$ cat src/rtl/rv_pkg.sv
// Shared integer register-file types and constants for the writeback path.
package rv_pkg;
    localparam int XLEN      = 32;
    localparam int NREG      = 32;
    localparam int REG_IDX_W = $clog2(NREG);

    localparam logic [REG_IDX_W-1:0] REG_ZERO = '0;

    typedef struct packed {
        logic                 valid;
        logic [REG_IDX_W-1:0] rd;
        logic [XLEN-1:0]      data;
    } wb_req_t;
endpackage

$ cat src/rtl/rf_scoreboard.sv
// Pending-write scoreboard: one busy bit per register, set at issue, cleared at writeback.
module rf_scoreboard
    import rv_pkg::*;
#(
    parameter int NREG = rv_pkg::NREG,
    parameter int IW   = $clog2(NREG)
) (
    input  logic            clk,
    input  logic            reset,
    input  logic            issue_valid,
    input  logic            issue_wr,
    input  logic [IW-1:0]   issue_rd,
    input  logic [IW-1:0]   issue_rs1,
    input  logic [IW-1:0]   issue_rs2,
    input  logic            clr_en,
    input  logic [IW-1:0]   clr_rd,
    output logic            issue_stall,
    output logic [NREG-1:0] busy_vec
);
    logic [NREG-1:0] busy_q;
    logic [NREG-1:0] set_mask;
    logic [NREG-1:0] clr_mask;
    logic            set_en;

    // Deliberately blind to same-cycle clears; the stall only sees registered state.
    assign issue_stall = busy_q[issue_rs1] | busy_q[issue_rs2] | (issue_wr & busy_q[issue_rd]);
    assign set_en      = issue_valid & ~issue_stall & issue_wr & (issue_rd != REG_ZERO);

    always_comb begin
        set_mask = '0;
        clr_mask = '0;
        if (set_en) set_mask[issue_rd] = 1'b1;
        if (clr_en) clr_mask[clr_rd]   = 1'b1;
    end

    // Set is OR'd in after the clear so a colliding set wins; bit 0 is forced low.
    always_ff @(posedge clk) begin
        if (reset) busy_q <= '0;
        else       busy_q <= ((busy_q & ~clr_mask) | set_mask) & {{(NREG-1){1'b1}}, 1'b0};
    end

    assign busy_vec = busy_q;
endmodule

$ cat src/rtl/rf_wb_sched.sv
// Writeback arbiter (ALU/LSU onto one RF write port) with pending-write scoreboard.
// Define RF_WB_RR_EN for round-robin arbitration; default is fixed priority LSU > ALU.
module rf_wb_sched
    import rv_pkg::*;
#(
    parameter int XLEN = rv_pkg::XLEN,
    parameter int NREG = rv_pkg::NREG
) (
    input  logic                    clk,
    input  logic                    reset,
    input  logic                    issue_valid,
    input  logic                    issue_wr,
    input  logic [$clog2(NREG)-1:0] issue_rd,
    input  logic [$clog2(NREG)-1:0] issue_rs1,
    input  logic [$clog2(NREG)-1:0] issue_rs2,
    output logic                    issue_stall,
    input  logic                    alu_valid,
    input  logic [$clog2(NREG)-1:0] alu_rd,
    input  logic [XLEN-1:0]         alu_data,
    output logic                    alu_ready,
    input  logic                    lsu_valid,
    input  logic [$clog2(NREG)-1:0] lsu_rd,
    input  logic [XLEN-1:0]         lsu_data,
    output logic                    lsu_ready,
    output logic                    rf_we,
    output logic [$clog2(NREG)-1:0] rf_rd,
    output logic [XLEN-1:0]         rf_wdata,
    output logic [NREG-1:0]         busy_vec
);
    wb_req_t alu_req;
    wb_req_t lsu_req;
    wb_req_t win;
    logic    pick_lsu;

    assign alu_req = '{valid: alu_valid, rd: alu_rd, data: alu_data};
    assign lsu_req = '{valid: lsu_valid, rd: lsu_rd, data: lsu_data};

`ifdef RF_WB_RR_EN
    logic last_lsu;

    // Reset value 0 means "ALU went last", so the LSU is favoured first.
    assign pick_lsu = lsu_valid & (~alu_valid | ~last_lsu);

    always_ff @(posedge clk) begin
        if (reset)                       last_lsu <= 1'b0;
        else if (alu_ready | lsu_ready)  last_lsu <= lsu_ready;
    end
`else
    assign pick_lsu = lsu_valid;
`endif

    assign lsu_ready = ~reset & pick_lsu;
    assign alu_ready = ~reset & alu_valid & ~pick_lsu;

    always_comb begin
        win = '0;
        if (lsu_ready)      win = lsu_req;
        else if (alu_ready) win = alu_req;
    end

    // x0 writes still consume the port cycle but never reach the register file.
    always_ff @(posedge clk) begin
        if (reset) begin
            rf_we    <= 1'b0;
            rf_rd    <= '0;
            rf_wdata <= '0;
        end else begin
            rf_we <= win.valid & (win.rd != REG_ZERO);
            if (win.valid) begin
                rf_rd    <= win.rd;
                rf_wdata <= win.data;
            end
        end
    end

    rf_scoreboard #(.NREG(NREG)) u_sb (
        .clk         (clk),
        .reset       (reset),
        .issue_valid (issue_valid),
        .issue_wr    (issue_wr),
        .issue_rd    (issue_rd),
        .issue_rs1   (issue_rs1),
        .issue_rs2   (issue_rs2),
        .clr_en      (win.valid),
        .clr_rd      (win.rd),
        .issue_stall (issue_stall),
        .busy_vec    (busy_vec)
    );
endmodule

$ cat config.mk
export PLATFORM = sky130hd
export DESIGN_NAME = rf_wb_sched
export DESIGN_NICKNAME = d
export VERILOG_FILES = /design/src/rtl/rv_pkg.sv /design/src/rtl/rf_scoreboard.sv /design/src/rtl/rf_wb_sched.sv
export SDC_FILE = /design/constraint.sdc
export NUM_CORES = 1
export LEC_CHECK = 0
export CAP_MARGIN = 20
export CORE_MARGIN = 10
export CORE_UTILIZATION = 44
export DETAILED_ROUTE_END_ITERATION = 7
export PLACE_DENSITY = 0.81
export SLEW_MARGIN = 40
export SYNTH_ARGS = -nofsm -noshare
export SYNTH_HDL_FRONTEND = slang
export SYNTH_SLANG_ARGS = --single-unit
$ cat constraint.sdc
create_clock -name clk -period 3.17 [get_ports clk]
set_input_delay 0.634 -clock clk [delete_from_list [all_inputs] [get_ports clk]]
set_output_delay 0.634 -clock clk [all_outputs]
set_load 0.05 [all_outputs]
== Word-level counts from Yosys, hierarchy flattened ==
Index checks and enable logic that the tools add are counted.
Word-level totals
  word-level logic and storage cells: 45
  input port bits: 95
  output and inout port bits: 73
  register bits: 70
Operators by class
  bitwise gates (word level): 16
  muxes and demuxes: 14
  magnitude comparators: 6
  reductions and logical operators: 4
Operators with widths (number)
  $mux W38: 2
  $mux W32: 2
  $and A32 B32 Y32: 1
  $not A32 Y32: 1
  $or A32 B32 Y32: 1
  $lt A5 B6 Y1 const B: 4
  $bmux W1 S5: 3
  $demux W1 S5: 2
  $ge A5 B1 Y1 const B: 2
  $reduce_bool A5 Y1: 2
  $and A1 B1 Y1: 8
  $mux W1: 5
  $not A1 Y1: 3
  $logic_and A1 B1 Y1: 2
  $or A1 B1 Y1: 2

== Longest topological paths before layout ==
  depth after elaboration: 13
  depth in mapped cells: 10
  gate-level depth less buffers: 6

== Modules after synthesis ==
From an unflattened synthesis, not the netlist that was laid out.
Second synthesis, totals
  cells, all modules: 478
  area total of the unflattened synthesis: 4174.0 um^2
Modules (own cells, without submodules)
  rf_scoreboard: cells an instance 271, area each 2472.4 um^2, instances 1, seq. area each 620.6 um^2
  rf_wb_sched: cells an instance 207, area each 1701.6 um^2, instances 1, seq. area each 760.7 um^2

== Worst setup path before layout ==
No wires, ideal clock.
  path kind: input to output
  start point: in issue_rs1[0]
  end point: out issue_stall
  data required time: 2.536 ns
  data arrival time: 2.638 ns
  buffers on the path: 3
  cell stages on the path: 9
  slack: -0.102 ns
  path through: buf_6 mux4_1 mux2i_1 o32ai_1 a2111oi_4 and4_1 buf_4 buf_6 nand2_1
Between the ends
  longest elaborated chain between the ends: 4
RTL lines
  start, declared: RTL line rf_wb_sched.sv:14  | input logic [$clog2(NREG)-1:0] issue_rs1,
  $bmux W1 S5: RTL line rf_scoreboard.sv:26  | assign issue_stall = busy_q[issue_rs1] | busy_q[issue_rs2] | (issue_wr & busy_q[issue_rd]);
  $mux W1 (not written as such): RTL line rf_scoreboard.sv:26
  $or A1 B1 Y1 (2 in series): RTL line rf_scoreboard.sv:26
  end, declared: RTL line rf_wb_sched.sv:16  | output logic issue_stall,
Every way passes these cells. The select of a mux whose other input is x is not followed.

== Final worst setup path ==
  start point: in issue_rs2[2]
  end point: out issue_stall
Between the ends
  longest elaborated chain between the ends: 4
RTL lines
  start, declared: RTL line rf_wb_sched.sv:15  | input logic [$clog2(NREG)-1:0] issue_rs2,
  $bmux W1 S5: RTL line rf_scoreboard.sv:26
  $mux W1 (not written as such): RTL line rf_scoreboard.sv:26
  $or A1 B1 Y1 (2 in series): RTL line rf_scoreboard.sv:26
Every way passes these cells. The select of a mux whose other input is x is not followed.

==> results by group <==
Drt
  • Routed len/inst: ~22 µm
  • Vias: ~4,800
  • ANT nets after route: 0
  • DRC violations left: 0
  • Starting DRT DRC Count: roughly 470
  • Drt pass-1 iters: 5
  • Vias per cell: around 5.8
  • Drt total wl: 18,300 µm

Timing
  • Slew @ Worst Pin: approximately 620 ps
  • Period utilisation layout: 0.992
  • RSZ-0062 raised after global routing: false
  • Final Hold Slack: approximately 460 ps
  • FMAX: 0.318 GHz
  • Slew HR: 0.585
  • Final Hold Fails: 0
  • Max-slew violations: 0
  • Clk_skew: between 10 and 15 ps
  • Setup WS post-layout: between 20 and 25 ps
  • Period minus WS final: roughly 3100 ps
  • # setup viols final: 0

Status
  • Status: finished clean

Floorplan
  • Core region area: just under 10,000 µm²
  • Die Width: 119 µm
  • Starting Density: 0.446
  • Die ar.: between 10,000 and 15,000 µm²
  • Row count: 36
  • Die height: roughly 120 µm
  • # IOs: 168

Setup path
  • CP arrival: about 2500 ps
  • CP Cell Sequence: clkdlybuf4s50_1 > mux2_4 > o311ai_2 > a221oi_2 > a21boi_2 > and4_4 > nand2_2 > buf_8
  • Worst-path maximum fanout: 2
  • Crit Path Category: in2out
  • CP max-delay cell: clkdlybuf4s50_1
  • Worst Path Required: approximately 2500 ps
  • Worst setup EP type: output port
  • CP startpoint kind: input port
  • Worst stage delay on the critical path: 530 ps

Clock tree
  • Clk slew on worst S/H paths: around 70 ps
  • CTS tree: done
  • CTS Sinks: slightly below 70
  • CTS Hold Bufs: 0
  • Clk_lat worst skew: 350 ps
  • Num CTS Buffers: 9
  • CTS root buf: clkbuf_8
  • Max H-tree Level: 3
  • Buffer depth of the longest clock path: 2

Logic synthesis
  • Synth cell types: 52
  • Syn_area_per_cell: 8.77 µm²
  • #FFs+latches synth: slightly below 70
  • Post-Syn Area: between 4000 and 5000 µm²
  • Async S/R FF share, synth: 0
  • Syn Nets: between 500 and 600
  • Warnings, synthesis: 0
  • EDFF count, synth: 0
  • Mapped Cells: between 400 and 500
  • Main synth FF type: dfxtp_1
  • Post-synthesis sequential area ratio: 0.321

Global routing
  • Vias in the first global route: 4,951
  • First-pass GRT wire length: between 20,000 and 30,000 µm
  • Grt total ovfl: 0
  • Initial antenna violation count: 0
  • Largest net degree at the start of global routing: between 50 and 60
  • Total Routing Usage GR: 0.248

Job
  • # Max-Cap Violations: 0

Cells and area
  • Layout filler cell count: between 700 and 800
  • Area Overhead vs Synth: 57.6%
  • N_diodes: 0
  • Nets: 793
  • Commonest non-fill, non-tap cell in the layout: clkdlybuf4s50_1
  • Share of cells above drive strength 1: 0.186
  • Post-route insts no fill: between 800 and 900
  • Commonest non-fill, non-tap cells in the layout: clkdlybuf4s50_1 (151), nor2_1 (76), dfxtp_1 (69)

Place
  • DP HPWL: around 14,000 µm
  • Port bufs: 166
  • Pre-CTS setup slack: -479 ps
  • Placer Congestion: roughly 1.1
  • Placed insts: approximately 810

Pwr
  • Total leakage power: 2.89 nW
  • Worst VDD drop: ~0.34 mV
  • Final Total Pwr: ~0.0023 W
  • Pwr Density: around 340 nW/µm²

Min path
  • Hold crit path type: reg2reg
flip-flops by register name (all words and copies together) (netlist names):
name	flops
rf_wdata	32
rf_we	1
u_sb.busy_vec	31
rf_rd	5
final timing paths:
check	startpoint	to	slack [ps]	cells past startpoint
min reg2reg	rf_rd[1]	rf_rd[1]	460	2
max	issue_rs2[2]	issue_stall	20	8
min	rf_rd[1]	rf_rd[1]	460	2
max reg2reg	u_sb.busy_vec[7]	u_sb.busy_vec[7]	620	8
final cells by class:
cell class,count,area (µm²),area share
clock buffer,10,138,0.0203
clock inverter,6,62.6,0.00924
inverter,19,71.3,0.0105
multi-input combinational,363,2720,0.401
sequential,69,1380,0.204
tap,133,166,0.0246
timing repair buffer,236,2240,0.330
cell usage after synthesis (6+ instances only):
cell	number	area, µm²
nor2_1	76	285
dfxtp_1	69	1380
a21oi_1	57	285
mux2i_1	53	531
nand2b_1	20	125
clkbuf_1	19	71.3
inv_1	19	71.3
nand2_1	18	67.6
a41o_1	16	160
a211o_1	15	131
nor3_1	12	60.1
o41ai_2	10	163
nor2b_1	9	56.3
buf_1	7	26.3
o41ai_1	6	52.6
metal layers:
| layer | vias to the layer above | track usage | part of all wire |
|---|---|---|---|
| li1 | 2227 | - | - |
| met1 | 2266 | 0.290 | 0.39 |
| met2 | 283 | 0.395 | 0.45 |
| met3 | 42 | 0.0916 | 0.12 |
| met4 | 0 | 0.115 | 0.034 |
| met5 | - | 0 | 0 |
cells by family (layout without fill, tap and decap cells):
| kind of cell | after synthesis | after routing | share of synthesized area |
|---|---|---|---|
| compound gates | 131 | 131 | 0.239 |
| buf+inv | 58 | 271 | 0.0632 |
| flops | 69 | 69 | 0.321 |
| mux | 67 | 67 | 0.187 |
| other cells | 1 | 1 | 0.000873 |
| simple gates | 164 | 164 | 0.188 |
metrics by stage:
step,utilization,TNS (ps),area [µm²]
after floorplan,-,0,4300
after global placement,0.667,-3730,6430
after detailed placement,0.667,-4000,6430
after CTS,0.699,0,6730
after global routing,0.702,0,6770
final,0.702,0,6770
repair_timing:
item / in CTS / in global routing
resized for setup: 33 / 13
setup endpoints to repair: 2 / 1
setup buffers: 5 / 1
pin swaps: 8 / 6
where the power goes:
part	internal, W	leakage [nW]	switching [W]
logic	0.000299	2.22	0.000374
clock network	0.000383	0.106	0.000339
registers	0.000900	0.564	0.0000198
critical path: cells and delay by family:
| kind | cells | cell delay [ps] |
|---|---|---|
| buffers and inverters | 2 | 680 |
| AOI/OAI and AO/OA | 3 | 540 |
| muxes | 1 | 330 |
| and+or+nand+nor | 2 | 330 |
Note: power is estimated with default switching activity, not from simulation.
